`src/rtl/roll_pkg.sv`:
```
// rtl/roll_pkg.sv - shared states, die table and LFSR constants for the dice roll sequencer
package roll_pkg;

    typedef enum logic [1:0] {
        ST_IDLE,
        ST_LOAD,
        ST_SPIN,
        ST_DONE
    } roll_state_t;

    localparam int NUM_DICE = 7;
    localparam int DIE_D4   = 0;
    localparam int DIE_D6   = 1;
    localparam int DIE_D8   = 2;
    localparam int DIE_D10  = 3;
    localparam int DIE_D12  = 4;
    localparam int DIE_D20  = 5;
    localparam int DIE_D100 = 6;

    // Top faces in BCD, entry i belongs to die index i; 00 stands for 100.
    localparam logic [8*NUM_DICE-1:0] TOP_BCD_TABLE =
        {8'h00, 8'h20, 8'h12, 8'h10, 8'h08, 8'h06, 8'h04};

    localparam logic [15:0] LFSR_SEED = 16'hACE1;
    localparam logic [15:0] LFSR_TAPS = 16'hB400;
    localparam logic [4:0]  SPIN_BASE = 5'd16;
    localparam logic [7:0]  RESET_BCD = 8'h01;

    function automatic logic [6:0] lowest_set(input logic [6:0] r);
        return r & (~r + 7'd1);
    endfunction

    function automatic logic [7:0] die_top_bcd(input logic [6:0] onehot);
        logic [7:0] top;
        top = 8'h00;
        for (int i = 0; i < NUM_DICE; i++) begin
            if (onehot[i]) top = top | TOP_BCD_TABLE[i*8 +: 8];
        end
        return top;
    endfunction

endpackage

```
`src/rtl/bcd_mod_down.sv`:
```
// rtl/bcd_mod_down.sv - two-digit BCD down-count by one with wrap from 01 to a given top value
module bcd_mod_down (
    input  logic [7:0] cur_bcd,
    input  logic [7:0] top_bcd,
    output logic [7:0] next_bcd
);

    always_comb begin
        next_bcd = {cur_bcd[7:4], cur_bcd[3:0] - 4'd1};
        if (cur_bcd == 8'h01) begin
            next_bcd = top_bcd;
        end else if (cur_bcd == 8'h00) begin
            // 00 encodes 100, so its successor is 99
            next_bcd = 8'h99;
        end else if (cur_bcd[3:0] == 4'd0) begin
            next_bcd = {cur_bcd[7:4] - 4'd1, 4'h9};
        end
    end

endmodule

```
`src/rtl/roll_sequencer.sv`:
```
// rtl/roll_sequencer.sv - one-at-a-time dice roll controller; ROLL_RETRIGGER_EN lets a req restart a spinning roll
module roll_sequencer
    import roll_pkg::*;
#(
    parameter int TICK_DIV   = 1024,
    parameter int FAST_STEPS = 8
) (
    input  logic       clk,
    input  logic       rst,
    input  logic [6:0] req,
    output logic [7:0] value_bcd,
    output logic [6:0] grant,
    output logic       busy,
    output logic       step,
    output logic       done
);

    localparam int PW = (TICK_DIV > 1) ? $clog2(TICK_DIV) : 1;
    localparam int IW = $clog2(FAST_STEPS + 2);
    localparam logic [PW-1:0] PRESC_LAST = PW'(TICK_DIV - 1);
    localparam logic [4:0]    FAST_REM   = 5'(FAST_STEPS);
    localparam logic [IW-1:0] FAST_IVL   = IW'(FAST_STEPS + 1);

    roll_state_t   state;
    logic [PW-1:0] presc;
    logic [15:0]   lfsr;
    logic [4:0]    remaining;
    logic [IW-1:0] ivl;

    logic          tick;
    logic          retrigger;
    logic [6:0]    req_pick;
    logic [7:0]    top_bcd;
    logic [7:0]    next_bcd;
    logic [4:0]    rem_dec;
    logic [IW-1:0] ivl_dec;

    assign tick     = (presc == '0);
    assign req_pick = lowest_set(req);
    assign top_bcd  = die_top_bcd(grant);
    assign rem_dec  = remaining - 5'd1;
    assign ivl_dec  = ivl - IW'(1);

`ifdef ROLL_RETRIGGER_EN
    assign retrigger = (state == ST_SPIN) && (req != 7'd0);
`else
    assign retrigger = 1'b0;
`endif

    bcd_mod_down u_mod_down (
        .cur_bcd  (value_bcd),
        .top_bcd  (top_bcd),
        .next_bcd (next_bcd)
    );

    always_ff @(posedge clk or posedge rst) begin
        if (rst) begin
            state     <= ST_IDLE;
            presc     <= '0;
            lfsr      <= LFSR_SEED;
            remaining <= '0;
            ivl       <= '0;
            value_bcd <= RESET_BCD;
            grant     <= '0;
            busy      <= 1'b0;
            step      <= 1'b0;
            done      <= 1'b0;
        end else begin
            presc <= (presc == PRESC_LAST) ? '0 : presc + PW'(1);
            lfsr  <= {1'b0, lfsr[15:1]} ^ (lfsr[0] ? LFSR_TAPS : 16'h0000);
            step  <= 1'b0;
            done  <= 1'b0;

            case (state)
                ST_IDLE: begin
                    if (req != 7'd0) begin
                        grant <= req_pick;
                        state <= ST_LOAD;
                    end
                end

                ST_LOAD: begin
                    value_bcd <= top_bcd;
                    remaining <= SPIN_BASE + {1'b0, lfsr[3:0]};
                    ivl       <= IW'(1);
                    busy      <= 1'b1;
                    state     <= ST_SPIN;
                end

                ST_SPIN: begin
                    if (retrigger) begin
                        grant <= req_pick;
                        state <= ST_LOAD;
                    end else if (tick) begin
                        if (ivl_dec == '0) begin
                            value_bcd <= next_bcd;
                            step      <= 1'b1;
                            remaining <= rem_dec;
                            if (rem_dec == 5'd0) begin
                                done  <= 1'b1;
                                busy  <= 1'b0;
                                state <= ST_DONE;
                            end else if (rem_dec > FAST_REM) begin
                                ivl <= IW'(1);
                            end else begin
                                // the last steps wait 1, 2, ... FAST_STEPS ticks
                                ivl <= FAST_IVL - IW'(rem_dec);
                            end
                        end else begin
                            ivl <= ivl_dec;
                        end
                    end
                end

                ST_DONE: begin
                    state <= ST_IDLE;
                end

                default: begin
                    state <= ST_IDLE;
                end
            endcase
        end
    end

endmodule

```
`config.mk`:
```
export PLATFORM = sky130hd
export DESIGN_NAME = roll_sequencer
export DESIGN_NICKNAME = d
export VERILOG_FILES = /design/src/rtl/roll_pkg.sv /design/src/rtl/bcd_mod_down.sv /design/src/rtl/roll_sequencer.sv
export SDC_FILE = /design/constraint.sdc
export NUM_CORES = 1
export LEC_CHECK = 0
export BUFFER_PORTS_ARGS = -buffer_cell sky130_fd_sc_hd__clkbuf_2
export CORE_AREA = 2 2 77 79
export DETAILED_ROUTE_END_ITERATION = 16
export DIE_AREA = 0 0 79 81
export PLACE_DENSITY = 0.82
export RECOVER_POWER = 50
export SLEW_MARGIN = 20
export SYNTH_ARGS = -nofsm -noshare
export SYNTH_HDL_FRONTEND = slang
export SYNTH_SLANG_ARGS = --single-unit
```
`constraint.sdc`:
```
create_clock -name clk -period 2.3 [get_ports clk]
set_clock_uncertainty 0.15 [all_clocks]
set_input_delay 0.23 -clock clk [delete_from_list [all_inputs] [get_ports clk]]
set_output_delay 0.23 -clock clk [all_outputs]
set_load 0.01 [all_outputs]
```
======== After elaboration in Yosys (flattened, before gate mapping) ========
Cells that the tools add are included.
operators by class
  $add $sub $neg .......................... 8
  $mul .................................... 0
  div/mod/pow operators ................... 0
  $lt $le $gt $ge ......................... 1
  equality and inequality tests ........... 11
  shift-type cells ........................ 0
  mux-type cells .......................... 38
  bitwise operators ....................... 3
  reductions and logical operators ........ 14
operators by type and width
  operator               count
  $mux 8                 5
  $mux 4                 5
  $mux 5                 4
  $mux 16                1
  $pmux 8 s2             1
  $xor 15x16->16         1
  $reduce_and 4->1       3
  $sub 4x1->4 const B    3
  $add 10x1->10 const B  1
  $eq 10x10->1 const B   1
  $logic_not 10->1       1
  $mux 1                 10
  $mux 10                1
  $pmux 5 s2             1
  $eq 8x1->1 const B     1
  $logic_not 4->1        2
  $logic_not 8->1        1
  $mux 2                 4
  $ne 2x2->1 const B     4
  $pmux 2 s4             1
  $pmux 4 s2             1
  $add 7x1->7 const B    1
  $and 7x7->7            1
  $not 7->7              1
  17 further kinds       20
word-level totals
  register bits after elaboration ......... 55
  latch bits .............................. 0
  RAM bits ................................ 0
  ROM bits ................................ 0
  logic and storage cells ................. 86
  memories kept ........................... 0

======== Logic depth before layout (Yosys ltp) ========
  depth in word-level cells ............... 10
  gate-level depth with buffers ........... 11

======== Cells and area by module ========
A second synthesis with hierarchy kept.
unflattened totals
  cell total of the unflattened synthesis .. 301
  area, all modules ....................... 3,054.2 um^2
modules (own cells, without submodules)
  module          times used  cells an instance  area each (um^2)  sequential area each (um^2)
  roll_sequencer  1           256                2,686.3           1,387.6
  bcd_mod_down    1           45                 367.9             0.0

======== Least setup slack after synthesis ========
Ideal clock, no wire load.
  kind .................................... register to register
  start point ............................. register ivl[0]
  end point ............................... register state[1]
  setup time .............................. 128 ps
  data arrival time ....................... 1,948 ps
  path slack .............................. 75 ps
  stages on the path, launching flop included .. 9
  buffers on the path ..................... 0
  clock period less this slack ............ 2,225 ps
  cell sequence ........................... dfrtp_1 inv_1 ha_1 nor3b_1 a31oi_4 o21bai_4 nor3_2 o21ai_2 mux2_1
between the ends
  cells in the longest elaborated chain, start to end .. 4
ends and longest elaborated chain
  what                               line                   RTL
  start: declaration                 roll_sequencer.sv:28   logic [IW-1:0] ivl;
  start signal: assignment           roll_sequencer.sv:107  ivl <= FAST_IVL - IW'(rem_dec);
  start signal: assignment           roll_sequencer.sv:110  ivl <= ivl_dec;
  $sub 4x1->4                        roll_sequencer.sv:42   assign ivl_dec = ivl - IW'(1);
  $logic_not 4->1                    roll_sequencer.sv:95   if (ivl_dec == '0) begin
  $ne 2x2->1 (no source line)        n/a
  $reduce_and 4->1 (no source line)  n/a
  end signal: assignment             roll_sequencer.sv:58   state <= ST_IDLE;
  end signal: assignment             roll_sequencer.sv:93   state <= ST_LOAD;
  end signal: assignment             roll_sequencer.sv:102  state <= ST_DONE;
  end: declaration                   roll_sequencer.sv:24   roll_state_t state;
No other way between the ends.
A chain may end at the register's enable or synchronous reset.

======== Worst setup path in the final report ========
  start point ............................. register remaining[0]
  end point ............................... register state[1]
between the ends
  cells in the longest elaborated chain, start to end .. 4
ends and longest elaborated chain
  what                               line                   RTL
  start: declaration                 roll_sequencer.sv:27   logic [4:0] remaining;
  start signal: assignment           roll_sequencer.sv:84   remaining <= SPIN_BASE + {1'b0, lfsr[3:0]};
  start signal: assignment           roll_sequencer.sv:98   remaining <= rem_dec;
  $sub 5x1->5                        roll_sequencer.sv:41   assign rem_dec = remaining - 5'd1;
  $logic_not 5->1                    roll_sequencer.sv:99   if (rem_dec == 5'd0) begin
  $ne 2x2->1 (no source line)        n/a
  $reduce_and 4->1 (no source line)  n/a
  end signal: assignment             roll_sequencer.sv:58
  end signal: assignment             roll_sequencer.sv:102
  end signal: assignment             roll_sequencer.sv:116  state <= ST_IDLE;
No other way between the ends.

==> qor.csv <==
stage;metric;value;unit
synth;ys_top_cells_by_area;dfrtp_1, dfstp_2, ha_1;
timing;worst_pin_slew;0.797;ns
clock_network;clkTransAtPathRegs;0.10;ns
critical_path;crit_fanout;3;
grt;gr-total-overflow;0;
synth;netlist_area;2750;um2
synth;syn_avg_cell_area;10.0;um2
timing;fin_hold_ws;0.0223;ns
floorplanning;core_region_area;5680;um2
grt;grt.total_usage;0.190;
synth;synth_cell_types;56;
finish;fillers;483;
status;status;complete, no violations;
routing;drt_iter0_drc;230;
grt;grt_max_degree;39;
critical_path;cp-end-kind;flop;
power_and_ir_drop;p_leak;0.00153;uW
min_path;hp-class;in2reg;
finish;finalNonFillerCells;397;
critical_path;critical_path.max_stage_delay;0.39;ns
routing;ant_nets;0;
placement;port_buffers;26;
timing;rsz0062_at_grt;yes;
critical_path;required;2.35;ns
routing;avgRoutedWirePerCell;14.5;um
critical_path;path_buf_inv;2;
timing;period_share;0.979;
grt;grt_pass1_vias;2047;
clock_network;clkSinkCount;55;
power_and_ir_drop;vdd_drop_max;0.324;mV
floorplanning;ioPinCount;27;
critical_path;crit_slowest_cell;dfrtp_1;
floorplanning;initial_core_util;0.484;
critical_path;worst-setup-path-type;reg2reg;
floorplanning;die_h;81;um
timing;finalHoldViolCount;0;
routing;dr.pass1.iters;4;
placement;dp.cells;385;
grt;grt_pass1_wl;9490;um
grt;antenna_found_initial;0;
finish;diodes;0;
finish;finalNetCount;342;
synth;synth_fp_nets;296;
synth;syn-instance-count;275;
clock_network;clk_latency;0.31;ns
synth;synth-edff-count;0;
timing;maxSlewViolCount;0;
routing;drt_wl_total;5740;um
synth;ys_seq_area_frac;0.505;
floorplanning;die_area;6400;um2
synth;ys_warn_count;0;
timing;max_freq;444;MHz
synth;ys.flop_type;dfrtp_1;
floorplanning;rows;28;
synth;yosysTopAreaCellShare;0.419;
clock_network;clockBufferDepth;2;
synth;synthArstFlopShare;1.00;
finish;syn_to_final_growth;18.6;%
placement;placed_cell_area;3070;um2
power_and_ir_drop;powerDensity;512;nW/um2
finish;mostFrequentLayoutCell;dfrtp_1;
timing;setup_violations;0;
clock_network;cts-buffers-inserted;5;
clock_network;cts_tree;done;
flow_run;drv_cap;0;
routing;vias_per_cell;5.47;
timing;period_minus_slack;2.25;ns
clock_network;h-tree-depth;2;
critical_path;critPathLaunchType;flop;
finish;final_layout_size_suffix_gt1_frac;0.258;
synth;synth_top_cell_by_area;dfrtp_1;
timing;relSlewSlack;0.469;
floorplanning;die_w;79;um
finish;final_area;3260;um2
finish;final_cell_mix;dfrtp_1, nand2_1, nor2_1, clkbuf_2, o21ai_0;
critical_path;cp_cell_sequence;inv_1, ha_1, buf_4, nand3b_1, a211oi_2, o21bai_4, nor3_2, o21ai_2, mux2_1;
clock_network;ctsRootBufferMaster;clkbuf_8;
routing;drc;0;
timing;finalSetupTns;0;ns
critical_path;path_delay_family;compound AO/OA/AOI/OAI gates;
routing;vias;2172;
placement;place.gp.congestion;0.877;
placement;dpl.hpwl;4100;um
critical_path;worstPathArrival;2.30;ns
synth;ys_seq_elements;55;
[cells by family after synthesis]
kind of cell               Yosys count  synth area share
and+or+nand+nor                    105             0.189
AOI/OAI and AO/OA                   65             0.169
DFF                                 55             0.505
buffers and inverters               23            0.0319
xor gates and xnor gates            13            0.0414
adders and majority gates           12            0.0546
muxes                                2           0.00956
[routing by layer]
layer	vias up	GRT usage	wire length (um)
met3	9	0.0378	289
met4	0	0.0621	67
li1	1048	-	-
met1	1052	0.262	2700
met5	-	0	0
met2	63	0.305	2690
[area by class of cell]
class	count	area, um2	area share
timing repair buffer	45	273	0.0837
inverter	17	63.8	0.0196
clock buffer	6	82.6	0.0253
sequential	55	1390	0.426
multi-input combinational	197	1320	0.406
clock inverter	2	35.0	0.0107
tap	75	93.8	0.0288
[through the flow]
step / total power, uW / utilization / setup slack (ns)
after detailed placement: 1020 / 0.542 / -0.0906
final: 1670 / 0.575 / 0.0493
after global routing: 1730 / 0.575 / -0.0253
after global placement: 1020 / 0.542 / 0.0133
after floorplan: 1000 / - / 0.0748
after CTS: 1690 / 0.567 / 0.0284
[synth_stat cells, types with 2 or more instances]
library cell  number
inv_1             16
o21bai_1           2
a211oi_1           2
o21ai_1            3
clkbuf_1           5
nor2b_1            3
a21oi_1           15
nor3b_1            5
dfrtp_1           46
or3_1              2
o21ai_0           20
and3_1             2
ha_1              12
dfstp_2            9
o31ai_1            3
a22oi_1            3
nor3_1            10
nor2_2             2
xnor2_1            6
nand2_1           30
nand3_1            9
nor2_1            28
nor4_1             3
xor2_1             7
[worst paths after layout]
kind,slack [ns],from,endpoint,cells after the start
min in group asynchronous,0.40,rst,presc[9],3
hold reg to reg,0.21,lfsr[8],lfsr[7],0
max in group asynchronous,0.32,rst,ivl[0],4
setup / recovery,0.05,remaining[0],state[1],9
hold / removal,0.02,req[5],grant[5],3
setup reg to reg,0.05,remaining[0],state[1],9
[worst reg2reg max path, cell delays in order, from the launching register on]
cell and delay (ns):
dfrtp_1 0.39, inv_1 0.10, ha_1 0.17, buf_4 0.12, nand3b_1 0.10, a211oi_2 0.33
o21bai_4 0.11, nor3_2 0.27, o21ai_2 0.09, mux2_1 0.31
[flip-flops by register name, summed over array words and instances, names as in the netlist, 2 cells and up]
register and count:
lfsr 16, value_bcd 8, remaining 5, ivl 4, grant 7, state 2, presc 10
[report_power, final]
group	internal [uW]	switching (uW)
sequential	967	0
clock	353	313
combinational	9.85	25.7
total	1330	339
[what timing repair did]
action,4_1_cts,5_1_grt
gates resized for setup,2,9
hold buffers,2,0
endpoints found under the setup margin,11,15
endpoints found under the hold margin,17,0
pin swaps,0,0
buffers inserted,0,2
Power figures use the tool's default switching activity.
